==> src/rtl/alu_pkg.sv <==
// Shared ALU definitions: widths, op codes, error result and pipeline stage records.
package alu_pkg;

    localparam int DATA_W = 32;
    localparam int OP_W   = 5;

    localparam logic [OP_W-1:0] ALU_ADD   = 5'd0;
    localparam logic [OP_W-1:0] ALU_SUB   = 5'd1;
    localparam logic [OP_W-1:0] ALU_OR    = 5'd2;
    localparam logic [OP_W-1:0] ALU_LUI   = 5'd3;
    localparam logic [OP_W-1:0] ALU_PASSA = 5'd4;
    localparam logic [OP_W-1:0] ALU_SLL   = 5'd5;

    localparam logic [DATA_W-1:0] ALU_ERR_RES = 32'hffff_ffff;

    typedef struct packed {
        logic              valid;
        logic              id;
        logic [DATA_W-1:0] a;
        logic [DATA_W-1:0] b;
        logic [OP_W-1:0]   op;
    } s1_t;

    typedef struct packed {
        logic              valid;
        logic              id;
        logic [DATA_W-1:0] res;
        logic              zero;
    } s2_t;

endpackage

==> src/rtl/alu_core.sv <==
// Purely combinational ALU shared by both requesters; zero flags operand equality regardless of op.
module alu_core
    import alu_pkg::*;
(
    input  logic [31:0] a,
    input  logic [31:0] b,
    input  logic [4:0]  aluop,
    output logic [31:0] res,
    output logic        zero
);

    always_comb begin
        res = ALU_ERR_RES;
        case (aluop)
            ALU_ADD:   res = a + b;
            ALU_SUB:   res = a - b;
            ALU_OR:    res = a | b;
            ALU_LUI:   res = {b[15:0], 16'h0000};
            ALU_PASSA: res = a;
            ALU_SLL:   res = b << a[4:0];
            default:   res = ALU_ERR_RES;
        endcase
        zero = (a == b);
    end

endmodule

==> src/rtl/alu_share_arb.sv <==
// Round-robin arbiter time-sharing one ALU between two requesters; results return tagged two cycles after acceptance.
module alu_share_arb
    import alu_pkg::*;
(
    input  logic        clk,
    input  logic        rst_n,
    input  logic        stall,
    input  logic        req0_valid,
    input  logic [31:0] req0_a,
    input  logic [31:0] req0_b,
    input  logic [4:0]  req0_op,
    output logic        req0_ready,
    input  logic        req1_valid,
    input  logic [31:0] req1_a,
    input  logic [31:0] req1_b,
    input  logic [4:0]  req1_op,
    output logic        req1_ready,
    output logic        rsp0_valid,
    output logic        rsp1_valid,
    output logic [31:0] rsp_res,
    output logic        rsp_zero,
    output logic        busy
);

    logic        last_q, last_d;
    s1_t         s1_q, s1_d;
    s2_t         s2_q, s2_d;
    logic        grant0, grant1;
    logic [31:0] alu_res;
    logic        alu_zero;

    // On a tie the requester that did not win last time gets the grant.
    always_comb begin
        grant0     = req0_valid & (~req1_valid | last_q);
        grant1     = req1_valid & ~grant0;
        req0_ready = grant0 & ~stall;
        req1_ready = grant1 & ~stall;
    end

    always_comb begin
        last_d = last_q;
        if (req0_ready) begin
            last_d = 1'b0;
        end else if (req1_ready) begin
            last_d = 1'b1;
        end

        s1_d.valid = req0_ready | req1_ready;
        s1_d.id    = grant1;
        s1_d.a     = grant1 ? req1_a  : req0_a;
        s1_d.b     = grant1 ? req1_b  : req0_b;
        s1_d.op    = grant1 ? req1_op : req0_op;

        s2_d.valid = s1_q.valid;
        s2_d.id    = s1_q.id;
        s2_d.res   = alu_res;
        s2_d.zero  = alu_zero;
    end

    alu_core u_alu_core (
        .a     (s1_q.a),
        .b     (s1_q.b),
        .aluop (s1_q.op),
        .res   (alu_res),
        .zero  (alu_zero)
    );

    always_ff @(posedge clk or negedge rst_n) begin
        if (!rst_n) begin
            last_q <= 1'b1;
            s1_q   <= '0;
            s2_q   <= '0;
        end else begin
            last_q <= last_d;
            s1_q   <= s1_d;
            s2_q   <= s2_d;
        end
    end

    always_comb begin
        rsp0_valid = s2_q.valid & ~s2_q.id;
        rsp1_valid = s2_q.valid &  s2_q.id;
        rsp_res    = s2_q.res;
        rsp_zero   = s2_q.zero;
        busy       = s1_q.valid | s2_q.valid;
    end

endmodule

==> config.mk <==
export PLATFORM = sky130hd
export DESIGN_NAME = alu_share_arb
export DESIGN_NICKNAME = d
export VERILOG_FILES = /design/src/rtl/alu_pkg.sv /design/src/rtl/alu_core.sv /design/src/rtl/alu_share_arb.sv
export SDC_FILE = /design/constraint.sdc
export NUM_CORES = 1
export LEC_CHECK = 0
export CAP_MARGIN = 20
export CORE_ASPECT_RATIO = 1.5
export CORE_UTILIZATION = 70
export DETAILED_ROUTE_END_ITERATION = 7
export DONT_BUFFER_PORTS = 1
export GPL_TIMING_DRIVEN = 0
export PLACE_DENSITY = 0.95
export SLEW_MARGIN = 10
export SYNTH_ARGS = -nofsm -noshare
export SYNTH_HDL_FRONTEND = slang
export SYNTH_SLANG_ARGS = --single-unit
==> constraint.sdc <==
create_clock -name clk -period 6.2 [get_ports clk]
set_clock_uncertainty 0.05 [all_clocks]
set_input_delay 0.93 -clock clk [delete_from_list [all_inputs] [get_ports clk]]
set_output_delay 0.93 -clock clk [all_outputs]
set_load 0.05 [all_outputs]
# Word-level counts from Yosys, hierarchy flattened
# Cells that the tools add are included.
# totals
output_inout_bits	38
latchBits	0
word_cells	41
inputBits	143
mem_count	0
mem_bits_ro	0
register_bits	107
ram_bits	0
# op_classes
n_mux	6
n_div	0
eq_ne	6
order_cmp	0
shifts	1
multipliers	0
reduce_logical	2
add_sub_neg	2
bitwise	14
# op_table
cell	count
32-bit case mux with 6 select lines	1
32-bit two-way mux	2
32-bit adder	1
32-bit equality test	1
32-bit OR	1
32-bit by 5-bit left shift with 32-bit output	1
32-bit subtractor	1
5-bit by 2-bit equality test with 1-bit output, second input constant	2
5-bit by 3-bit equality test with 1-bit output, second input constant	2
1-bit bitwise AND	6
5-bit by 1-bit equality test with 1-bit output, second input constant	1
5-bit logical NOT	1
5-bit two-way mux	1
1-bit NOT	4
1-bit OR	3
1-bit two-way mux	2
2-bit nonzero test	1

# Longest topological paths before layout
# Gate-level depths: netlist of run 1.
# logic_depth
depth_word	8
ltp_mapped	16
ltp_nobuf	14

# By module
# A second synthesis of run 1 with hierarchy kept.
# unflattened
hier_cells	1224
area_unflattened_um2	10423.7
# modules_own_cells
mod	cells_per_inst	seq_area_each_um2	n_inst	area_per_inst_um2
alu_core	997	0.0	1	6572.6
alu_share_arb	227	2678.8	1	3851.2

# Worst setup path after synthesis of run 1
# OpenSTA, ideal clock, no wires.
# synth_timing
path_type	register to register
startpoint	reg s1_q[37] (netlist name)
endpoint	reg s2_q, in the netlist rsp_res[30]
required_ns	6.019
setup_time_ns	0.131
arrival_ns	3.478
setup_slack_ns	2.541
synth_period_minus_slack_ns	3.659
path_stages_with_launch	17
n_path_buf	2
cell_sequence	dfrtp_1 > clkbuf_1 > buf_2 > clkinv_1 > ha_1 > inv_1 > fa_1 > nand2b_1 > a221o_1 > a21oi_1 > nor2_1 > o31a_1 > o311ai_1 > nand3b_1 > a221oi_2 > xor2_1 > o21ai_1
# synth_between
elab_chain_cells	2
word_cells_on_any_way	4
classes_between	add/sub (2); shift (1); mux (1)
# synth_lines
element	line_no	source
start, declared	alu_share_arb.sv:26	s1_t s1_q, s1_d;
start signal, assigned	alu_share_arb.sv:71	s1_q <= '0;
start signal, assigned	alu_share_arb.sv:75	s1_q <= s1_d;
32-bit subtractor, or another cell as far along	alu_core.sv:16	ALU_SUB: res = a - b;
32-bit case mux with 6 select lines (*)	alu_core.sv:14	case (aluop)
via alu_res[30]	alu_share_arb.sv:29	logic [31:0] alu_res;
end signal, assigned	alu_share_arb.sv:72	s2_q <= '0;
end signal, assigned	alu_share_arb.sv:76	s2_q <= s2_d;
end, declared	alu_share_arb.sv:27	s2_t s2_q, s2_d;
# The timed path passes the listed nets; every way through them passes the cells marked *.
# A chain may end at the register's enable or synchronous reset.

# Final worst setup path of run 1
# layout_timing
startpoint	reg s1_q[38] (netlist name)
endpoint	reg s2_q, in the netlist rsp_res[26]
# The elaborated chain is that of the path after synthesis.

==> impl_metrics.py, run 1 <==
metrics = {
    "finish": {
        "mostFrequentLayoutCells": "dfrtp_1, ha_1, inv_1",
        "fin_nets": 1405,
        "drive_above_1_share": 0.1515,
        "post-route-cell-area_um2": 10640,
        "layout_commonest_cell": "dfrtp_1",
        "area_delta_synth_final_pct": 5.929,
        "instances_no_fill": 1355,
    },
    "synth": {
        "ys_types": 76,
        "post_synth_edffs": 0,
        "async_reset_ff_frac": 1.000,
        "synthesis.instances": 1142,
        "yosysSeqAreaShare": 0.2667,
        "dominantRegCellSynth": "dfrtp_1",
        "synth-seq-cells": 107,
        "synth_area_um2": 10050,
        "synth_area_per_cell_um2": 8.797,
        "synthesis.yosys.warnings": 0,
        "yosysTopAreaCell": "dfrtp_1",
        "synth.area.top_cells": "dfrtp_1, ha_1, mux2_2",
        "post-synth-top-area-fraction": 0.2640,
        "synth_nets": 1390,
    },
    "drt": {
        "met2_wirelength_um": 16910,
        "first_pass_iters": 6,
        "vias": 9885,
        "wire_per_inst_um": 27.17,
        "detail_route.drc_violations": 0,
        "totalWireLength_um": 36820,
        "highest_layer": "met4",
        "initialDrtViolationCount": 1187,
        "met3_length_um": 4148,
        "ant_nets": 0,
        "detail_route.vias_per_cell": 7.295,
        "wl_met1_um": 12030,
    },
    "floorplan": {
        "die-width_um": 99.82,
        "initial_utilization": 0.7180,
        "fp.coreArea_um2": 13990,
        "design.portCount": 181,
        "dieHeight_um": 148.7,
        "die_area_um2": 14840,
        "placementRows": 53,
    },
    "place": {
        "gp_routability_congestion": 1.121,
        "post-dp-hpwl_um": 27860,
        "portBuffers": 0,
        "dp.cells": 1335,
        "placed_cell_area_um2": 10300,
    },
    "clock_network": {
        "cts_tree": "built",
        "clock-root-buffer": "clkbuf_16",
        "setup_buffers_after_cts": 0,
        "post_cts_resize_count": 0,
        "clock_sink_count": 107,
        "cts.hold.buffers_added": 0,
        "clock_tree.buffer_depth": 2,
        "cts_inserted_buffers": 9,
        "h_tree_levels": 3,
        "clock_insertion_delay_worst_skew_ns": 0.37,
        "worst_setup_hold_path_clk_slew_ns": 0.08,
    },
    "timing": {
        "max_freq_ghz": 0.1951,
        "final.setup.tns_ns": 0,
        "setup_viol": 0,
        "rsz0062_at_grt": "false",
        "hold_ws_ns": 0.1936,
        "max_slew_margin": 0.1290,
        "timing_max_transition_violations_final": 0,
        "timing_worst_slew_pin_value_ns": 1.293,
        "period_share": 0.8267,
        "hold_viol_final": 0,
        "min_period_ns": 5.126,
    },
    "run_status": {
        "run_status": "complete, no violations",
    },
    "setup_path": {
        "cp_top_family": "compound AO/OA/AOI/OAI gates",
        "critical_path.endpoint_type": "flip-flop",
        "critPathMaxFanout": 10,
        "r2r_start": "s1_q[38]",
        "crit_arrival_ns": 5.34,
        "timing.critical_path.slowest_cell_delay_ns": 0.64,
        "critical-path-slowest-cell": "o311ai_0",
        "critical_path.n_buffers_inverters": 3,
        "worstPathRequired_ns": 6.41,
        "cp-start-kind": "flip-flop",
        "critPathLaunch": "s1_q[38]",
        "critical_path.cell_chain": "clkbuf_1 -> clkbuf_1 -> inv_1 -> fa_1 -> nor2b_1 -> o211ai_1 -> nand3_1 -> a31oi_1 -> o21bai_1 -> nand3_1 -> o311ai_0 -> mux2i_1 -> xor2_1 -> o221ai_1",
        "timing.setup.critical_path_class": "flip-flop to flip-flop",
    },
    "global_route": {
        "grt.overflow.total": 0,
        "grt_antenna_before_repair": 0,
        "global_route_wire_length_before_repair_um": 55020,
        "grt_use_total": 0.5077,
        "grt_max_degree": 108,
        "first_global_vias": 9808,
    },
    "power_and_ir_drop": {
        "leakagePower_nw": 4.590,
        "vdd_ir_drop_max_mv": 0.1858,
        "power.density_nw_per_um2": 262.9,
    },
    "flow_run": {
        "drv.max_cap_violation_count": 0,
    },
    "min_path": {
        "timing.hold.worst.class": "input port to asynchronous set/reset pin",
    },
}
stage by stage:
stage | setup slack, ns | power (mW) | util
3_5_place_dp | 1.309 | 2.116 | 0.7359
5_1_grt | 0.8858 | 2.896 | 0.7604
6_report | 1.074 | 2.798 | 0.7605
4_1_cts | 1.268 | 2.725 | 0.7589
3_3_place_gp | 1.323 | 2.094 | 0.7351
2_1_floorplan | 2.541 | 1.786 | -
flip-flops by register name (all words and copies together), names as in the netlist:
name,flops
s1_q,71
rsp_res,32
s2_q,2
last_q,1
rsp_zero,1
routing by layer:
metal	vias to the layer above	GRT usage
met5	-	0
met1	4657	0.5541
met3	296	0.1654
met4	0	0.4294
met2	840	0.7934
li1	4092	-
cell usage after synthesis, drive strengths merged (14+ instances only):
cell and n:
inv 91, a21oi 80, o221ai 15, mux2i 23
nor2 80, dfrtp 106, a21o 14, mux2 71
clkbuf 50, nand2 89, a221oi 16, buf 51
xnor2 24, ha 103, nand3 19, nor3 27
mux4 23, o211ai 17, o21ai 79
power breakdown:
part           switching (mW)  internal (mW)  total [mW]
clock network           0.320          0.296       0.616
logic                   0.836          0.475        1.31
registers               0.103          0.768       0.872
total                    1.26           1.54        2.80
final cells by class:
class	count	area (µm²)
clock inverters	7	96.34
flip-flops and latches	107	2679
well taps	192	240.2
multi-input cells	840	6495
inverters	94	352.8
clock buffers	9	225.2
diodes	1	2.502
repair buffers	4	31.28
plain buffers	101	519.2
fillers	1039	3351
kinds of logic (layout without fill, tap and decap cells):
kind of cell | after synthesis | after routing | share of synthesized area
AO/OA/AOI/OAI | 312 | 312 | 0.2085
XOR/XNOR | 28 | 28 | 0.02441
adder cells (fa/ha/maj) | 105 | 105 | 0.1323
buffers and inverters | 195 | 215 | 0.08681
flip-flops | 107 | 107 | 0.2667
multiplexers | 117 | 117 | 0.1541
other | 0 | 1 | 0
AND/OR/NAND/NOR | 278 | 278 | 0.1273
final timing paths:
kind / to / slack, ns / depth (start not counted)
setup / recovery: rsp_res[26] / 1.07 / 14
hold / removal: s1_q[44] / 0.19 / 0
setup reg to reg: rsp_res[26] / 1.07 / 14
hold reg to reg: s2_q[33] / 0.31 / 0
max in group asynchronous: last_q / 5.69 / 0
min in group clk: s2_q[33] / 0.31 / 0
Note: power is estimated with default switching activity, not from simulation.
==> run 2: changes to the inputs <==
--- a/config.mk
+++ b/config.mk
@@ -7,11 +7,11 @@
 export LEC_CHECK = 0
 export CAP_MARGIN = 20
 export CORE_ASPECT_RATIO = 1.5
-export CORE_UTILIZATION = 70
+export CORE_UTILIZATION = 66
 export DETAILED_ROUTE_END_ITERATION = 7
 export DONT_BUFFER_PORTS = 1
 export GPL_TIMING_DRIVEN = 0
-export PLACE_DENSITY = 0.95
+export PLACE_DENSITY = 0.93
 export SLEW_MARGIN = 10
 export SYNTH_ARGS = -nofsm -noshare
 export SYNTH_HDL_FRONTEND = slang
==> constraint.sdc (replaced) <==
create_clock -name clk -period 4.75 [get_ports clk]
set_clock_uncertainty 0.05 [all_clocks]
set_input_delay 0.7125 -clock clk [delete_from_list [all_inputs] [get_ports clk]]
set_output_delay 0.7125 -clock clk [all_outputs]
set_load 0.05 [all_outputs]
==> impl_metrics.py, run 2 (synthesis gave the netlist of run 1 again) <==
metrics = {
    "clock_network": {
        "clock_insertion_delay_worst_skew_ns": 0.38,
        "cts_inserted_buffers": 9,
        "clock_sink_count": 107,
        "clock-root-buffer": "clkbuf_16",
        "worst_setup_hold_path_clk_slew_ns": 0.09,
        "cts_tree": "built",
        "h_tree_levels": 3,
        "clock_tree.buffer_depth": 2,
    },
    "place": {
        "post-dp-hpwl_um": 28730,
        "gp_routability_congestion": 1.094,
        "dpl_worst_slack_ns": -0.2674,
        "portBuffers": 0,
    },
    "setup_path": {
        "crit_arrival_ns": 4.79,
        "cp-start-kind": "flip-flop",
        "timing.setup.critical_path_class": "flip-flop to flip-flop",
        "critPathMaxFanout": 12,
        "worstPathRequired_ns": 4.90,
        "critical_path.endpoint_type": "flip-flop",
    },
    "flow_run": {
        "drv.max_cap_violation_count": 0,
    },
    "global_route": {
        "grt.overflow.total": 0,
        "grt_use_total": 0.5096,
        "grt_antenna_before_repair": 2,
        "first_global_vias": 9818,
        "grt_max_degree": 107,
        "global_route_wire_length_before_repair_um": 57440,
    },
    "timing": {
        "hold_viol_final": 0,
        "final.setup.tns_ns": 0,
        "rsz0062_at_grt": "false",
        "period_share": 0.9758,
        "min_period_ns": 4.635,
        "setup_ws_ns": 0.1152,
        "timing_worst_slew_pin_value_ns": 1.159,
        "timing_max_transition_violations_final": 0,
        "setup_viol": 0,
        "hold_ws_ns": 0.1135,
        "max_slew_margin": 0.2216,
        "max_freq_ghz": 0.2158,
    },
    "power_and_ir_drop": {
        "vdd_ir_drop_max_mv": 0.2619,
        "leakagePower_nw": 4.616,
        "power.density_nw_per_um2": 346.3,
    },
    "drt": {
        "wire_per_inst_um": 28.48,
        "totalWireLength_um": 38640,
        "initialDrtViolationCount": 1229,
        "vias": 9739,
        "detail_route.drc_violations": 0,
        "detail_route.vias_per_cell": 7.177,
        "ant_nets": 0,
        "first_pass_iters": 8,
    },
    "floorplan": {
        "initial_utilization": 0.6820,
        "fp.coreArea_um2": 14730,
        "design.portCount": 181,
        "die_area_um2": 15730,
        "placementRows": 54,
        "die-width_um": 102.7,
        "dieHeight_um": 153.1,
    },
    "finish": {
        "area_delta_synth_final_pct": 6.390,
        "drive_above_1_share": 0.1595,
        "mostFrequentLayoutCells": "dfrtp_1, ha_1, inv_1",
        "layout_commonest_cell": "dfrtp_1",
        "registers.top_by_ff_count": "s1_q",
        "largest_reg_flops": 71,
        "final_util": 0.7256,
        "fin_nets": 1403,
    },
    "min_path": {
        "timing.hold.worst.class": "input port to asynchronous set/reset pin",
    },
    "run_status": {
        "run_status": "complete, no violations",
    },
}
## run 2: changes by cell type in the layout (fill, tap and decap cells not counted), moves of 2 or more
cell and delta:
buf_4 +2, clkbuf_2 +5, a211oi_2 +2, a211oi_1 -2, clkbuf_1 -6
## run 2: timing repair
action | in CTS | in global routing
pin swaps | 0 | 1
hold endpoints to repair | 106 | 0
buffers inserted | 0 | 1
hold buffers | 1 | 0
gates resized for setup | 7 | 6
setup endpoints to repair | 7 | 9
## run 2: final cells by class
cell class                 count  area (µm²)
timing repair buffer           4       47.55
fill                        1142        4041
buffer                        99       520.5
clock buffer                   9       225.2
sequential                   107        2679
inverter                      94       354.1
clock inverter                 7       93.84
tap                          196       245.2
antenna                        1       2.502
multi-input combinational    840        6520
## run 2: metal layers
layer | up-vias | track usage | wire [µm]
met5 | - | 0 | 9
met4 | 2 | 0.4118 | 3761
met3 | 270 | 0.1911 | 4562
met2 | 792 | 0.7606 | 17500
met1 | 4587 | 0.5704 | 12810
li1 | 4088 | - | -
## run 2: final timing paths
path                                to  cells after the start  slack (ns)  startpoint
setup / recovery           rsp_res[30]                     13        0.12    s1_q[40]
hold / removal                  last_q                      0        0.11       rst_n
setup reg to reg           rsp_res[30]                     13        0.12    s1_q[40]
hold reg to reg               s2_q[33]                      0        0.31    s1_q[69]
max in group asynchronous     s1_q[28]                      1        4.01       rst_n
min in group clk              s2_q[33]                      0        0.31    s1_q[69]
## run 2: power by group
group | leakage, nW | internal [mW] | total [mW] | switching [mW]
Combinational | 3.27 | 0.626 | 1.76 | 1.13
Sequential | 1.19 | 1.00 | 1.14 | 0.135
Clock | 0.154 | 0.385 | 0.805 | 0.421
Total | 4.62 | 2.01 | 3.70 | 1.69
## run 2: worst max-delay path, stage by stage, from the launching register on
cell and delay (ns):
dfrtp_1 0.48, inv_1 0.48, clkbuf_2 0.43, ha_1 0.30, buf_2 0.17, a221o_1 0.38, a21oi_1 0.40, nor2_1 0.13
o31a_1 0.33, o311ai_1 0.39, nand3b_1 0.27, a221oi_2 0.34, xor2_1 0.17, o21ai_1 0.11
## run 2: through the flow
stage          power (mW)  std cells  cell area [µm²]
6_report            3.702       1357            10690
5_1_grt             3.853       1356            10690
4_1_cts             3.592       1356            10660
3_5_place_dp        2.774       1339            10300
3_3_place_gp        2.742       1338            10290
2_1_floorplan       2.331       1142            10050
